**src/rtl/lcd_pkg.sv**
```systemverilog
// Shared types and constants for the HD44780-style LCD bus scheduler.
// Holds the FSM state enum, panel command bytes, init ROM and wait-class helper.
// No logic state lives here; the optional init sequence is enabled by LCD_INIT_SEQ_EN.
package lcd_pkg;

  typedef enum logic [2:0] {
    ST_POWERUP,
    ST_INIT,
    ST_IDLE,
    ST_SETUP,
    ST_PULSE,
    ST_WAIT
  } lcd_state_e;

  localparam logic [7:0] FUNC_SET   = 8'h38;
  localparam logic [7:0] DISP_ON    = 8'h0C;
  localparam logic [7:0] CLEAR      = 8'h01;
  localparam logic [7:0] ENTRY_MODE = 8'h06;
  localparam logic [7:0] HOME       = 8'h02;
  localparam logic [7:0] LINE2_ADDR = 8'hC0;

  localparam int INIT_LEN = 6;

  // Power-on init ROM: function set three times, display on, clear, entry mode.
  function automatic logic [7:0] init_byte(input logic [2:0] idx);
    logic [7:0] b;
    case (idx)
      3'd0, 3'd1, 3'd2: b = FUNC_SET;
      3'd3:             b = DISP_ON;
      3'd4:             b = CLEAR;
      3'd5:             b = ENTRY_MODE;
      default:          b = FUNC_SET;
    endcase
    return b;
  endfunction

  // Clear and home (0x02, and 0x03 whose low bit the panel ignores) are the
  // slow instructions; everything else completes in the short wait.
  function automatic logic needs_long_wait(input logic rs, input logic [7:0] data);
    return !rs && (data == CLEAR || data == HOME || data == 8'h03);
  endfunction

endpackage

```
**src/rtl/lcd_bus_scheduler_if.sv**
```systemverilog
// Client request handshake plus LCD pin bundle for the bus scheduler.
// Ports: req_valid/req_rs/req_data/req_ready per client, lcd_data/lcd_rs/lcd_en pins.
// master = client/panel side, slave = scheduler side.
interface lcd_bus_scheduler_if;
  logic [1:0]  req_valid;
  logic [1:0]  req_rs;
  logic [15:0] req_data;
  logic [1:0]  req_ready;
  logic [7:0]  lcd_data;
  logic        lcd_rs;
  logic        lcd_en;

  modport master (
    output req_valid, req_rs, req_data,
    input  req_ready, lcd_data, lcd_rs, lcd_en
  );

  modport slave (
    input  req_valid, req_rs, req_data,
    output req_ready, lcd_data, lcd_rs, lcd_en
  );
endinterface

```
**src/rtl/lcd_rr_arbiter.sv**
```systemverilog
// Two-way round-robin grant; pointer remembers the client served last.
// Latency: grant is combinational from valid and the pointer; pointer updates on transfer.
// Backpressure: ready only for the granted, valid client and only while en is high.
module lcd_rr_arbiter (
  input  logic       clk,
  input  logic       rst_n,
  input  logic       en,
  input  logic [1:0] valid,
  output logic [1:0] ready,
  output logic       fire,
  output logic       gnt_idx
);

  logic last_q;

  always_comb begin
    gnt_idx = 1'b0;
    if (valid == 2'b11) begin
      gnt_idx = ~last_q;
    end else if (valid[1]) begin
      gnt_idx = 1'b1;
    end
    ready = 2'b00;
    if (en && valid[gnt_idx]) begin
      ready[gnt_idx] = 1'b1;
    end
    fire = |(valid & ready);
  end

  // Reset to "client 1 served last" so client 0 wins the first contention.
  always_ff @(posedge clk or negedge rst_n) begin
    if (!rst_n) begin
      last_q <= 1'b1;
    end else if (fire) begin
      last_q <= gnt_idx;
    end
  end

endmodule

```
**src/rtl/lcd_bus_scheduler.sv**
```systemverilog
// Shares an HD44780 LCD bus between two byte clients, sequencing setup/enable/wait timing.
// Latency: en rises T_SETUP after transfer, falls T_PULSE later, idle after T_SHORT/T_LONG more.
// Backpressure: req_ready only in IDLE for the round-robin winner; LCD_INIT_SEQ_EN adds power-on init.
// Ports: clk, rst_n, bus (slave: client handshake + lcd pins), busy, init_done.
module lcd_bus_scheduler
  import lcd_pkg::*;
#(
  parameter int T_SETUP   = 2,
  parameter int T_PULSE   = 12,
  parameter int T_SHORT   = 2000,
  parameter int T_LONG    = 80000,
  parameter int T_POWERUP = 750000
) (
  input  logic               clk,
  input  logic               rst_n,
  lcd_bus_scheduler_if.slave bus,
  output logic               busy,
  output logic               init_done
);

  localparam int T_MAX_A = (T_SETUP > T_PULSE) ? T_SETUP : T_PULSE;
  localparam int T_MAX_B = (T_SHORT > T_LONG) ? T_SHORT : T_LONG;
  localparam int T_MAX_C = (T_MAX_A > T_MAX_B) ? T_MAX_A : T_MAX_B;
  localparam int T_MAX   = (T_MAX_C > T_POWERUP) ? T_MAX_C : T_POWERUP;
  localparam int CW      = $clog2(T_MAX) + 1;

  typedef logic [CW-1:0] cnt_t;

  localparam cnt_t C_SETUP = cnt_t'(T_SETUP - 1);
  localparam cnt_t C_PULSE = cnt_t'(T_PULSE - 1);
  localparam cnt_t C_SHORT = cnt_t'(T_SHORT - 1);
  localparam cnt_t C_LONG  = cnt_t'(T_LONG - 1);

`ifdef LCD_INIT_SEQ_EN
  localparam lcd_state_e RST_STATE = ST_POWERUP;
  localparam cnt_t       RST_CNT   = cnt_t'(T_POWERUP - 1);
  localparam logic       RST_BUSY  = 1'b1;
`else
  localparam lcd_state_e RST_STATE = ST_IDLE;
  localparam cnt_t       RST_CNT   = '0;
  localparam logic       RST_BUSY  = 1'b0;
`endif

  lcd_state_e state_q, state_d;
  cnt_t       cnt_q, cnt_d;
  logic [7:0] data_q, data_d;
  logic       rs_q, rs_d;
  logic       en_q;

  logic [1:0] arb_ready;
  logic       arb_fire;
  logic       arb_gnt;

  lcd_rr_arbiter u_arb (
    .clk     (clk),
    .rst_n   (rst_n),
    .en      (state_q == ST_IDLE),
    .valid   (bus.req_valid),
    .ready   (arb_ready),
    .fire    (arb_fire),
    .gnt_idx (arb_gnt)
  );

  assign bus.req_ready = arb_ready;
  assign bus.lcd_data  = data_q;
  assign bus.lcd_rs    = rs_q;
  assign bus.lcd_en    = en_q;

`ifdef LCD_INIT_SEQ_EN
  logic [2:0] idx_q, idx_d;
  logic       init_done_q, init_done_d;
  assign init_done = init_done_q;
`else
  assign init_done = 1'b1;
`endif

  // Every state entry loads T-1; the state is left on the cycle the counter reads 0.
  always_comb begin
    state_d = state_q;
    cnt_d   = (cnt_q != '0) ? cnt_q - cnt_t'(1) : cnt_q;
    data_d  = data_q;
    rs_d    = rs_q;
`ifdef LCD_INIT_SEQ_EN
    idx_d       = idx_q;
    init_done_d = init_done_q;
`endif
    case (state_q)
`ifdef LCD_INIT_SEQ_EN
      ST_POWERUP: begin
        if (cnt_q == '0) begin
          state_d = ST_INIT;
        end
      end
      ST_INIT: begin
        data_d  = init_byte(idx_q);
        rs_d    = 1'b0;
        state_d = ST_SETUP;
        cnt_d   = C_SETUP;
      end
`endif
      ST_IDLE: begin
        if (arb_fire) begin
          data_d  = arb_gnt ? bus.req_data[15:8] : bus.req_data[7:0];
          rs_d    = bus.req_rs[arb_gnt];
          state_d = ST_SETUP;
          cnt_d   = C_SETUP;
        end
      end
      ST_SETUP: begin
        if (cnt_q == '0) begin
          state_d = ST_PULSE;
          cnt_d   = C_PULSE;
        end
      end
      ST_PULSE: begin
        if (cnt_q == '0) begin
          state_d = ST_WAIT;
          cnt_d   = needs_long_wait(rs_q, data_q) ? C_LONG : C_SHORT;
        end
      end
      ST_WAIT: begin
        if (cnt_q == '0) begin
          state_d = ST_IDLE;
`ifdef LCD_INIT_SEQ_EN
          // While init is running, WAIT loops back to INIT until the ROM is exhausted.
          if (!init_done_q) begin
            if (idx_q == 3'(INIT_LEN - 1)) begin
              init_done_d = 1'b1;
            end else begin
              idx_d   = idx_q + 3'd1;
              state_d = ST_INIT;
            end
          end
`endif
        end
      end
      default: begin
        state_d = ST_IDLE;
      end
    endcase
  end

  always_ff @(posedge clk or negedge rst_n) begin
    if (!rst_n) begin
      state_q <= RST_STATE;
      cnt_q   <= RST_CNT;
      data_q  <= 8'h00;
      rs_q    <= 1'b0;
      en_q    <= 1'b0;
      busy    <= RST_BUSY;
    end else begin
      state_q <= state_d;
      cnt_q   <= cnt_d;
      data_q  <= data_d;
      rs_q    <= rs_d;
      en_q    <= (state_d == ST_PULSE);
      busy    <= (state_d != ST_IDLE);
    end
  end

`ifdef LCD_INIT_SEQ_EN
  always_ff @(posedge clk or negedge rst_n) begin
    if (!rst_n) begin
      idx_q       <= 3'd0;
      init_done_q <= 1'b0;
    end else begin
      idx_q       <= idx_d;
      init_done_q <= init_done_d;
    end
  end
`endif

endmodule

```
**src/flat_wrapper.sv**
```systemverilog
// flat-port wrapper written by rule: the top's interface ports become plain ports
module lcd_bus_scheduler_flat import lcd_pkg::*;
#(
  parameter int T_SETUP   = 2,
  parameter int T_PULSE   = 12,
  parameter int T_SHORT   = 2000,
  parameter int T_LONG    = 80000,
  parameter int T_POWERUP = 750000
)
  (clk, rst_n, busy, init_done, bus_req_valid, bus_req_rs, bus_req_data, bus_req_ready, bus_lcd_data, bus_lcd_rs, bus_lcd_en);
  lcd_bus_scheduler_if bus_i ();
  input  logic clk;
  input  logic rst_n;
  output logic busy;
  output logic init_done;
  input wire logic [$bits(bus_i.req_valid)-1:0] bus_req_valid;
  input wire logic [$bits(bus_i.req_rs)-1:0] bus_req_rs;
  input wire logic [$bits(bus_i.req_data)-1:0] bus_req_data;
  output wire logic [$bits(bus_i.req_ready)-1:0] bus_req_ready;
  output wire logic [$bits(bus_i.lcd_data)-1:0] bus_lcd_data;
  output wire logic [$bits(bus_i.lcd_rs)-1:0] bus_lcd_rs;
  output wire logic [$bits(bus_i.lcd_en)-1:0] bus_lcd_en;
  assign bus_i.req_valid = bus_req_valid;
  assign bus_i.req_rs = bus_req_rs;
  assign bus_i.req_data = bus_req_data;
  assign bus_req_ready = bus_i.req_ready;
  assign bus_lcd_data = bus_i.lcd_data;
  assign bus_lcd_rs = bus_i.lcd_rs;
  assign bus_lcd_en = bus_i.lcd_en;
  lcd_bus_scheduler #(.T_SETUP(T_SETUP), .T_PULSE(T_PULSE), .T_SHORT(T_SHORT), .T_LONG(T_LONG), .T_POWERUP(T_POWERUP)) u_core (.clk(clk), .rst_n(rst_n), .bus(bus_i), .busy(busy), .init_done(init_done));
endmodule
```
**config.mk**
```make
export PLATFORM = sky130hd
export DESIGN_NAME = lcd_bus_scheduler_flat
export DESIGN_NICKNAME = d
export VERILOG_FILES = /design/src/rtl/lcd_pkg.sv /design/src/rtl/lcd_bus_scheduler_if.sv /design/src/rtl/lcd_rr_arbiter.sv /design/src/rtl/lcd_bus_scheduler.sv /design/src/flat_wrapper.sv
export SDC_FILE = /design/constraint.sdc
export NUM_CORES = 1
export LEC_CHECK = 0
export CORE_MARGIN = 5
export CORE_UTILIZATION = 47
export DETAILED_ROUTE_END_ITERATION = 16
export GPL_ROUTABILITY_DRIVEN = 0
export PLACE_DENSITY_LB_ADDON = 0.3
export SETUP_SLACK_MARGIN = 0.4
export SKIP_LAST_GASP = 1
export SLEW_MARGIN = 20
export SYNTH_ARGS = -nofsm -noshare
export SYNTH_HDL_FRONTEND = slang
export SYNTH_SLANG_ARGS = --single-unit
```
**constraint.sdc**
```tcl
create_clock -name clk -period 2.35 [get_ports clk]
set_input_delay 0.235 -clock clk [delete_from_list [all_inputs] [get_ports clk]]
set_output_delay 0.235 -clock clk [all_outputs]
set_load 0.02 [all_outputs]
```
==> results of run 1 <==
[final cells by class]
class	instances	area [µm²]	share of cell area
Multi-Input combinational cell	153	1187	0.4194
Sequential cell	36	903.4	0.3190
Timing Repair Buffer	62	564.3	0.1993
Clock buffer	7	86.33	0.03049
Tap cell	50	62.56	0.02209
Inverter	4	20.02	0.007070
Clock inverter	1	7.507	0.002651
[flip-flops by register name (all words and copies together), names as in the netlist]
name	cells
u_core.bus.lcd_en	1
u_core.busy	1
u_core.u_arb.last_q	1
u_core.bus.lcd_data	8
u_core.state_q	3
u_core.cnt_q	21
u_core.bus.lcd_rs	1
[final timing paths]
kind | startpoint | end | cells past startpoint
max | u_core.cnt_q[13]$_DFF_PN0_ | u_core.cnt_q[4]$_DFF_PN0_ | 6
min | rst_n | u_core.cnt_q[15]$_DFF_PN0_ | 1
max reg2reg | u_core.cnt_q[13]$_DFF_PN0_ | u_core.cnt_q[4]$_DFF_PN0_ | 6
min reg2reg | u_core.cnt_q[16]$_DFF_PN0_ | u_core.cnt_q[16]$_DFF_PN0_ | 1
max in group asynchronous | rst_n | u_core.cnt_q[11]$_DFF_PN0_ | 1
min in group clk | u_core.cnt_q[16]$_DFF_PN0_ | u_core.cnt_q[16]$_DFF_PN0_ | 1
[power groups by stage]
stage | registers, µW | clock network (µW) | logic [µW]
floorplan | 1190 | 0 | 883
CTS | 1120 | 469 | 1750
detailed placement | 1130 | 0 | 1490
global route | 1170 | 499 | 2120
finish | 1140 | 469 | 1970
global placement | 1120 | 0 | 1470
[worst max-delay path, stage by stage (launching register included)]
cell and delay (ns):
dfrtp_1 0.39, or4_4 0.56, or3_4 0.36, nand4b_1 0.28, a21oi_2 0.25, buf_4 0.15, a31oi_1 0.04
[logic make-up after synthesis]
logic type      after synthesis  synth area share
xor+xnor                     11           0.04921
compound gates               43            0.1406
simple gates                 86            0.2498
fa+ha+maj                     3           0.01917
mux                           9           0.04601
other cells                   1          0.001915
buf+inv                      12           0.03194
flops                        36            0.4613
[layer usage]
metal,global-route usage,up-vias,share of wire
li1,-,866,-
met1,0.2534,854,0.41
met2,0.3249,67,0.49
met3,0.04730,11,0.065
met4,0.09684,0,0.025
met5,0,-,0
[placed cells by master (no fill, tap or decap), types with 6 or more instances in the layout]
| master | instances |
|---|---|
| nand2_1 | 15 |
| mux2i_1 | 9 |
| o21ai_0 | 11 |
| nor3_1 | 11 |
| clkdlybuf4s50_1 | 31 |
| clkbuf_8 | 6 |
| xnor2_1 | 6 |
| nor2_1 | 7 |
| buf_4 | 23 |
| dfrtp_1 | 34 |
| or4_1 | 6 |
[per-stage QoR]
stage / hold slack, ns / instances
floorplan: -0.06059 / 201
global placement: 0.3633 / 291
detailed placement: 0.3644 / 291
CTS: 0.04324 / 307
global route: 0.08821 / 313
finish: 0.02126 / 313
[repair_timing]
item	CTS	global route
gates resized for setup	36	14
pin swaps	12	9
buffers inserted	8	6
hold buffers	0	0
setup endpoints to repair	28	28
==> flow_summary.json, run 1 <==
{
  "grt_pass1_wl_um": 8355,
  "cts_buffers": 5,
  "finalNetCount": 287,
  "dieArea_mm2": 0.005557,
  "power_switching_share": 0.4162,
  "synth.most_common_cell": "dfrtp_1",
  "final_cell_area_mm2": 0.002831,
  "slew_violations": 0,
  "drive_above_1_share": 0.3156,
  "placed_cell_area_mm2": 0.002462,
  "power.leakage_uw": 0.001192,
  "ys_seq_area_frac": 0.4613,
  "preCtsSetupSlack_ns": 0.09192,
  "antenna_found_initial": 0,
  "syn_area_per_cell_um2": 9.742,
  "yosysTopAreaCell": "dfrtp_1",
  "io_pins": 36,
  "switching_power_uw": 1491,
  "post_drt_wl_per_cell_um": 17.13,
  "intPower_uw": 2091,
  "first_global_vias": 1727,
  "slew_headroom": 0.4626,
  "max-cap-violations": 0,
  "grt.total_usage": 0.2011,
  "setup_tns_ns": 0,
  "synth_seq_cells": 36,
  "place_hpwl_um": 3435,
  "synth_ff_type": "dfrtp_1",
  "finalCritPeriodShare": 0.9136,
  "fin_crit_ns": 2.147,
  "power_frac_seq": 0.319,
  "antenna_cells": 0,
  "synth_edf_count": 0,
  "cp-start-kind": "flop",
  "cts.clk_slew.worst_paths_ns": 0.07,
  "ys_top_cells_by_area": "dfrtp_1, mux2i_1, nor3_1",
  "initialDrtViolationCount": 150,
  "start_util": 0.4860,
  "hold_viol": 0,
  "clock-sinks": 36,
  "synthArstFlopShare": 1.000,
  "p_total_uw": 3581,
  "routed-via-count": 1798,
  "htree_num_levels": 2,
  "worstSetupEndpointType": "flop",
  "critical_path_required_ns": 2.53,
  "yosys-top-cells-count": "dfrtp_1, nand2_1, nor3_1",
  "peakVddDrop_v": 0.0006231,
  "netlist_area_mm2": 0.001958,
  "cts_tree": "done",
  "synthCells": 201,
  "grt_max_degree": 37,
  "ant_nets": 0,
  "fp.dieH_um": 74.55,
  "ys_types": 52,
  "skew_ns": 0.005768,
  "cp_max_fo": 4,
  "path_class": "flop to flop",
  "grt.overflow.total": 0,
  "fmax_mhz": 465.8,
  "coreArea_mm2": 0.004029,
  "fp.dieW_um": 74.55,
  "status": "finished, final reports clean",
  "synth_nets": 226,
  "power_per_cell_area_mw_per_mm2": 1265,
  "drc_errors": 0,
  "viasPerCell": 5.744,
  "finalSetupViolations": 0,
  "reg2reg_slack_ns": 0.20,
  "cts.root.buffer_cell": "clkbuf_8",
  "fill_cells": 301,
  "hp-class": "input port to async pin",
  "drt-total-wl_um": 5362,
  "io_buffers": 34,
  "rsz0062_at_grt": "true",
  "synth_warnings": 0,
  "clkLatencyLatePin_ns": 0.30,
  "comb_power_share": 0.550,
  "fin_util": 0.7028,
  "synth_top_area_share": 0.4345,
  "dr.pass1.iters": 4,
  "layout_setup_ws_ns": 0.2030,
  "power_frac_clock": 0.131,
  "area_growth_pct": 44.60,
  "std_cell_rows": 23,
  "tightest_slew_ns": 0.8061,
  "critical_path_arrival_ns": 2.33,
  "clockBufferDepth": 2
}
No activity file was read; power rests on OpenSTA's default activity.
==> run 2, diff against run 1 <==
SLEW_MARGIN = default   (was 20)
==> results of run 2 <==
No change in the layout: final DEF, timing and power equal those of run 1.
==> run 3, diff against run 2 <==
SLEW_MARGIN = 20   (was default)
==> results of run 3 <==
No change in the layout: final DEF, timing and power equal those of run 1.
